**config.mk**
```make
export PLATFORM = sky130hd
export DESIGN_NAME = arf156b040e2r2w0cbbehbaa4acw_wr_stage_flat
export DESIGN_NICKNAME = d
export VERILOG_FILES = /design/src/rtl/arf156b040e2r2w0cbbehbaa4acw_wr_stage_if.sv /design/src/rtl/arf156b040e2r2w0cbbehbaa4acw_wr_stage.sv /design/src/flat_wrapper.sv
export SDC_FILE = /design/constraint.sdc
export NUM_CORES = 1
export LEC_CHECK = 0
export CAP_MARGIN = 10
export CORE_ASPECT_RATIO = 1.75
export CORE_MARGIN = 2
export CORE_UTILIZATION = 30
export DETAILED_ROUTE_END_ITERATION = 7
export SLEW_MARGIN = 10
export SYNTH_ARGS = -nofsm -noshare
export SYNTH_HDL_FRONTEND = slang
export SYNTH_SLANG_ARGS = --single-unit
```
**constraint.sdc**
```tcl
create_clock -name clk -period 5.2 [get_ports clk]
set_input_delay 1.04 -clock clk [delete_from_list [all_inputs] [get_ports clk]]
set_output_delay 1.04 -clock clk [all_outputs]
set_load 0.1 [all_outputs]
```
**src/rtl/arf156b040e2r2w0cbbehbaa4acw_wr_stage_if.sv**
```systemverilog
// Purpose: two-port write-request bus into the latch register file write stage.
// Latency: none, wires only.
// Backpressure: wr_rdy is driven by the stage; the master holds a request until wr_rdy=1.
interface arf156b040e2r2w0cbbehbaa4acw_wr_stage_if #(
  parameter int AW    = 8,
  parameter int WIDTH = 40
) ();
  logic             wr0_en;
  logic [AW-1:0]    wr0_addr;
  logic [WIDTH-1:0] wr0_data;
  logic             wr1_en;
  logic [AW-1:0]    wr1_addr;
  logic [WIDTH-1:0] wr1_data;
  logic             wr_rdy;

  modport master (
    output wr0_en, wr0_addr, wr0_data,
    output wr1_en, wr1_addr, wr1_data,
    input  wr_rdy
  );

  modport slave (
    input  wr0_en, wr0_addr, wr0_data,
    input  wr1_en, wr1_addr, wr1_data,
    output wr_rdy
  );
endinterface

```
**src/rtl/arf156b040e2r2w0cbbehbaa4acw_wr_stage.sv**
```systemverilog
// Purpose: stage both write ports, decode to one-hot word-lines, resolve collisions, drop out-of-range.
// Latency: request accepted at edge N drives wl/wd during cycle N..N+1.
// Backpressure: stall freezes the stage and blanks word-lines; wr_rdy = ~stall.
module arf156b040e2r2w0cbbehbaa4acw_wr_stage #(
  parameter int ENTRIES = 156,
  parameter int WIDTH   = 40,
  parameter int AW      = 8
) (
  input  logic                 clk,
  input  logic                 rst,
  input  logic                 i_stall,
  arf156b040e2r2w0cbbehbaa4acw_wr_stage_if.slave i_wr,
  output logic [ENTRIES-1:0]   o_wl0,
  output logic [WIDTH-1:0]     o_wd0,
  output logic [ENTRIES-1:0]   o_wl1,
  output logic [WIDTH-1:0]     o_wd1,
  output logic                 o_collide,
  output logic                 o_oob_err,
  output logic [7:0]           o_oob_cnt,
  output logic [15:0]          o_wr_cnt
);
  localparam logic [AW:0] LP_ENT = (AW+1)'(ENTRIES);

  logic               r_vld0, r_vld1;
  logic [ENTRIES-1:0] r_wl0, r_wl1;
  logic [WIDTH-1:0]   r_wd0, r_wd1;
  logic               r_collide;
  logic               r_oob_err;
  logic [7:0]         r_oob_cnt;
  logic [15:0]        r_wr_cnt;

  logic               w_inr0, w_inr1, w_oob0, w_oob1, w_col;
  logic               w_take0;
  logic [ENTRIES-1:0] w_dec0, w_dec1;
  logic [1:0]         w_oob_inc;
  logic [8:0]         w_oob_sum;
  logic [15:0]        w_wr_inc;

  // Request classification, collision detect and one-hot decode.
  always_comb begin
    w_inr0    = i_wr.wr0_en && ({1'b0, i_wr.wr0_addr} < LP_ENT);
    w_inr1    = i_wr.wr1_en && ({1'b0, i_wr.wr1_addr} < LP_ENT);
    w_oob0    = i_wr.wr0_en && !w_inr0;
    w_oob1    = i_wr.wr1_en && !w_inr1;
    // Port 1 wins a same-entry collision, so port 0 is the one squashed.
    w_col     = w_inr0 && w_inr1 && (i_wr.wr0_addr == i_wr.wr1_addr);
    w_take0   = w_inr0 && !w_col;
    w_dec0    = {{(ENTRIES-1){1'b0}}, 1'b1} << i_wr.wr0_addr;
    w_dec1    = {{(ENTRIES-1){1'b0}}, 1'b1} << i_wr.wr1_addr;
    w_oob_inc = {1'b0, w_oob0} + {1'b0, w_oob1};
    w_oob_sum = {1'b0, r_oob_cnt} + {7'b0, w_oob_inc};
    w_wr_inc  = {15'b0, r_vld0} + {15'b0, r_vld1};
  end

  // S1 stage register: reload on every unstalled edge, hold while stalled.
  always_ff @(posedge clk) begin
    if (rst) begin
      r_vld0    <= 1'b0;
      r_vld1    <= 1'b0;
      r_wl0     <= '0;
      r_wl1     <= '0;
      r_wd0     <= '0;
      r_wd1     <= '0;
      r_collide <= 1'b0;
    end else if (!i_stall) begin
      r_vld0    <= w_take0;
      r_vld1    <= w_inr1;
      r_wl0     <= w_take0 ? w_dec0 : '0;
      r_wl1     <= w_inr1  ? w_dec1 : '0;
      r_collide <= w_col;
      if (w_inr0) r_wd0 <= i_wr.wr0_data;
      if (w_inr1) r_wd1 <= i_wr.wr1_data;
    end
  end

  // Status counters: wr_cnt counts word-lines just presented, oob counts at capture.
  always_ff @(posedge clk) begin
    if (rst) begin
      r_oob_err <= 1'b0;
      r_oob_cnt <= '0;
      r_wr_cnt  <= '0;
    end else if (!i_stall) begin
      r_wr_cnt <= r_wr_cnt + w_wr_inc;
      if (w_oob0 || w_oob1) begin
        r_oob_err <= 1'b1;
        r_oob_cnt <= w_oob_sum[8] ? 8'hFF : w_oob_sum[7:0];
      end
    end
  end

  // Output drive: word-lines and collide blanked while the array is busy.
  always_comb begin
    i_wr.wr_rdy = !i_stall;
    o_wl0       = r_wl0 & {ENTRIES{!i_stall}};
    o_wl1       = r_wl1 & {ENTRIES{!i_stall}};
    o_wd0       = r_wd0;
    o_wd1       = r_wd1;
    o_collide   = r_collide && !i_stall;
    o_oob_err   = r_oob_err;
    o_oob_cnt   = r_oob_cnt;
    o_wr_cnt    = r_wr_cnt;
  end
endmodule

```
**src/flat_wrapper.sv**
```systemverilog
// flat-port wrapper written by rule: the top's interface ports become plain ports
module arf156b040e2r2w0cbbehbaa4acw_wr_stage_flat 
#(
  parameter int ENTRIES = 156,
  parameter int WIDTH   = 40,
  parameter int AW      = 8
)
  (clk, rst, i_stall, o_wl0, o_wd0, o_wl1, o_wd1, o_collide, o_oob_err, o_oob_cnt, o_wr_cnt, i_wr_wr0_en, i_wr_wr0_addr, i_wr_wr0_data, i_wr_wr1_en, i_wr_wr1_addr, i_wr_wr1_data, i_wr_wr_rdy);
  arf156b040e2r2w0cbbehbaa4acw_wr_stage_if #(.AW(AW), .WIDTH(WIDTH)) i_wr_i ();
  input  logic clk;
  input  logic rst;
  input  logic i_stall;
  output logic [ENTRIES-1:0] o_wl0;
  output logic [WIDTH-1:0] o_wd0;
  output logic [ENTRIES-1:0] o_wl1;
  output logic [WIDTH-1:0] o_wd1;
  output logic o_collide;
  output logic o_oob_err;
  output logic [7:0] o_oob_cnt;
  output logic [15:0] o_wr_cnt;
  input wire logic [$bits(i_wr_i.wr0_en)-1:0] i_wr_wr0_en;
  input wire logic [$bits(i_wr_i.wr0_addr)-1:0] i_wr_wr0_addr;
  input wire logic [$bits(i_wr_i.wr0_data)-1:0] i_wr_wr0_data;
  input wire logic [$bits(i_wr_i.wr1_en)-1:0] i_wr_wr1_en;
  input wire logic [$bits(i_wr_i.wr1_addr)-1:0] i_wr_wr1_addr;
  input wire logic [$bits(i_wr_i.wr1_data)-1:0] i_wr_wr1_data;
  output wire logic [$bits(i_wr_i.wr_rdy)-1:0] i_wr_wr_rdy;
  assign i_wr_i.wr0_en = i_wr_wr0_en;
  assign i_wr_i.wr0_addr = i_wr_wr0_addr;
  assign i_wr_i.wr0_data = i_wr_wr0_data;
  assign i_wr_i.wr1_en = i_wr_wr1_en;
  assign i_wr_i.wr1_addr = i_wr_wr1_addr;
  assign i_wr_i.wr1_data = i_wr_wr1_data;
  assign i_wr_wr_rdy = i_wr_i.wr_rdy;
  arf156b040e2r2w0cbbehbaa4acw_wr_stage #(.ENTRIES(ENTRIES), .WIDTH(WIDTH), .AW(AW)) u_core (.clk(clk), .rst(rst), .i_stall(i_stall), .i_wr(i_wr_i), .o_wl0(o_wl0), .o_wd0(o_wd0), .o_wl1(o_wl1), .o_wd1(o_wd1), .o_collide(o_collide), .o_oob_err(o_oob_err), .o_oob_cnt(o_oob_cnt), .o_wr_cnt(o_wr_cnt));
endmodule
```
==> results by group <==
Run status
  • Outcome: complete, no violations

Yosys
  • Post-synthesis instance area: 17,500 sq um
  • Syn nets: 2,214
  • Number of synthesized register bits: between 400 and 500
  • YS warnings: 0
  • Number of enable flip-flop cells after synthesis: 0
  • Post-Syn Instances: 2,107
  • Synthesized area per cell: a little over 8 sq um
  • Sequential area share after synthesis: 0.482
  • Ys flop type: dfxtp_1
  • Async set-reset flop share out of synthesis: 0
  • Post-synth cell types: 61

Pwr
  • Sequential fraction of design power: 0.463
  • Peak supply drop: 261 uV
  • Net Sw Frac: 0.259
  • Leakage power: 8.58 nW
  • Int Pwr: 5.23 mW
  • Comb power frac: 0.098
  • Power Density: 292 nW/um^2
  • Clock share of power: 0.439
  • Psw: 1.83 mW

Floorplanning
  • Die area: ~60,000 sq um
  • Core Area: between 50,000 and 60,000 sq um
  • Starting Density: 0.302
  • Die height: 323 um
  • Num rows: 117
  • Die width: 186 um
  • Num ports: 520

Cells and area
  • Area grow syn2layout: 38.5%
  • Post-layout net count: about 2.6k
  • Design area: approximately 24,000 sq um
  • Share of cells above drive strength 1: 0.124
  • ANT cells: 0

Critical path
  • CP endpoint kind: primary output
  • Crit path max fanout: about 150
  • Largest stage delay, worst path: 980 ps
  • Critical Path Start Type: input port
  • CP delay by family, top: buffers and inverters
  • Worst Path Buf+Inv: 3
  • CP required: 4160 ps
  • Crit path kind: input port to primary output
  • Critical path data arrival time: roughly 3300 ps
  • Slowest CP cell: clkdlybuf4s50_1
  • Critical path cell sequence: buf_8 > buf_4 > nor2b_1 > clkdlybuf4s50_1

Clocking
  • H-tree lvl count: 2
  • # clock sinks: 420
  • Clock root buffer: clkbuf_16
  • PostCTS Resize Cnt: 0
  • Post-CTS setup repair buffer count: 0
  • Worst-path clk slew: 60 ps
  • Clock tree buffer depth: 3
  • CTS Hold Bufs: 0
  • CTS tree: yes
  • Clk_lat worst skew: 550 ps
  • TritonCTS buffer count: 41

Global route
  • Total grt overflow: 0
  • Initial antenna violation count: 0
  • All-Layer GR Usage: 0.200
  • Pin count of the biggest net entering global routing: 155
  • Vias in the first global route: 16.0k
  • Global-route wire length before repair: 95.2 mm

Timing
  • Final hold violation count: 0
  • Fin Setup TNS: 0 ps
  • RSZ-0062 raised after global routing: false
  • Max Freq: 231 MHz
  • Clock Skew: around 14 ps
  • Final setup viols: 0
  • Slew headroom: 0.193
  • Least-Margin Pin Slew: roughly 1200 ps
  • Final Cycle Share: 0.832
  • Pins Over Slew Limit: 0
  • Minimum clock period: 4330 ps

Route
  • Iteration-0 DRC Markers: 919
  • Average wire per standard cell: approximately 19 um
  • DRC errors left: 0
  • Via count: around 16k
  • Post-DR vias/cell: 4.88
  • Antenna viol nets, final: 0
  • Total Wirelength: 63.5 mm
  • Router iterations before antenna repair: 6

Place
  • Placed cell areas: about 23,000 sq um
  • Final RePlAce weighted congestion: 0.843
  • Buffers added on ports: just over 500
  • HPWL after DPL: 44.5 mm

Run
  • Max-capacitance violation count: 0

Min path
  • Hold Crit Class: flip-flop to flip-flop
-- power groups by stage --
stage                     clock network (mW)  logic [mW]  registers (mW)
after global placement                     0       0.688            3.33
after detailed placement                   0       0.696            3.33
after floorplan                            0       0.258            3.53
final                                   3.10       0.693            3.26
after global routing                    3.29       0.732            3.26
after CTS                               3.17       0.697            3.26
-- layer usage --
| layer | part of all wire | global-route usage | routed length [um] | vias up |
|---|---|---|---|---|
| li1 | - | - | - | 7866 |
| met1 | 0.39 | 0.228 | 25100 | 7664 |
| met2 | 0.50 | 0.359 | 31700 | 552 |
| met3 | 0.061 | 0.0398 | 3880 | 119 |
| met4 | 0.045 | 0.0928 | 2880 | 0 |
| met5 | 0 | 0 | 0 | - |
-- cells in the final DEF, fill, tap and decap left out, drive strengths merged, types with 4 or more instances in the layout --
master         netlist  final
xor2                 4      4
o21ai              203    203
clkinv               1      6
and3b                4      4
clkbuf             151     57
ha                   4      4
xnor2               12     12
a21oi               93     93
or3                  6      6
nand3               47     47
buf                 32    198
nand3b               8      8
clkdlybuf4s50        0    357
and3                 6      6
nor2               172    172
nor3                16     16
dfxtp              420    420
bufinv               0      4
a22o                56     56
inv                  7      8
a22oi               84     84
nor4                 4      4
or3b                 9      9
a32oi                7      7
nor3b                8      8
nand2              383    383
o31ai                8      8
nand4                8      8
nor2b              319    319
-- Yosys cell counts, types with 4 or more instances --
master	n	area share
nor3_1	16	0.0046
xor2_1	4	0.0020
buf_1	7	0.0015
ha_1	4	0.0029
dfxtp_1	420	0.48
nor2_1	172	0.037
buf_2	18	0.0052
o31ai_1	7	0.0030
clkbuf_2	8	0.0023
a22oi_1	84	0.036
nor3b_1	8	0.0034
xnor2_1	12	0.0060
o21ai_2	29	0.015
o21ai_0	174	0.050
nand2_1	383	0.082
inv_1	7	0.0015
clkbuf_1	143	0.031
a22o_1	56	0.028
a21oi_1	92	0.026
nand4_1	8	0.0029
nand3_1	47	0.013
and3_1	6	0.0022
nand3b_1	8	0.0034
or3b_2	8	0.0040
a32oi_1	7	0.0035
buf_6	4	0.0026
nor2b_1	319	0.11
or3_1	6	0.0022
-- sequential cells by signal (all words and copies together), names as in the netlist --
signal,flops
u_core.o_oob_cnt,8
u_core.o_oob_err,1
u_core.o_wd0,40
u_core.o_wd1,40
u_core.o_wr_cnt,16
u_core.r_collide,1
u_core.r_vld0,1
u_core.r_vld1,1
u_core.r_wl0,156
u_core.r_wl1,156
-- cell families (layout without fill, tap and decap cells) --
group,count (synthesis),count (layout),share of synthesized area
flip-flops,420,420,0.482
XOR/XNOR,16,16,0.00803
buffers and inverters,191,631,0.0474
AO/OA/AOI/OAI,468,468,0.175
multiplexers,3,3,0.00179
AND/OR/NAND/NOR,1003,1003,0.281
adder cells (fa/ha/maj),6,6,0.00516
-- stage by stage --
stage	utilization	power, mW	hold WS, ps	instances	setup WS (ps)
finish	0.418	7.05	447	3320	873
global route	0.418	7.28	464	3320	765
CTS	0.418	7.13	451	3320	894
detailed placement	0.394	4.03	436	3252	900
global placement	0.394	4.02	428	3252	947
floorplan	-	3.79	417	2107	1050
-- worst register-to-register path: cells and delay by family, from the launching register on --
kind,cells,cell delay (ps)
AOI/OAI and AO/OA,1,140
adders and majority gates,3,700
DFF,1,320
and+or+nand+nor,3,880
-- worst paths after layout --
path | to | slack [ps] | start | cells after the start
max | o_wl1[59] | 870 | i_stall | 4
min | u_core.r_wl0[62] | 450 | u_core.r_wl0[62] | 2
max reg2reg | u_core.o_wr_cnt[14] | 3080 | u_core.r_vld1 | 7
min reg2reg | u_core.r_wl0[62] | 450 | u_core.r_wl0[62] | 2
-- cell type report --
type	instances	area [sq um]
Fill cell	5808	33700
Sequential cell	420	8410
Clock inverter	11	173
Multi-Input combinational cell	1496	8270
Clock buffer	57	1200
Tap cell	773	967
Inverter	8	30.0
Timing Repair Buffer	555	5120
Power figures use the tool's default switching activity.
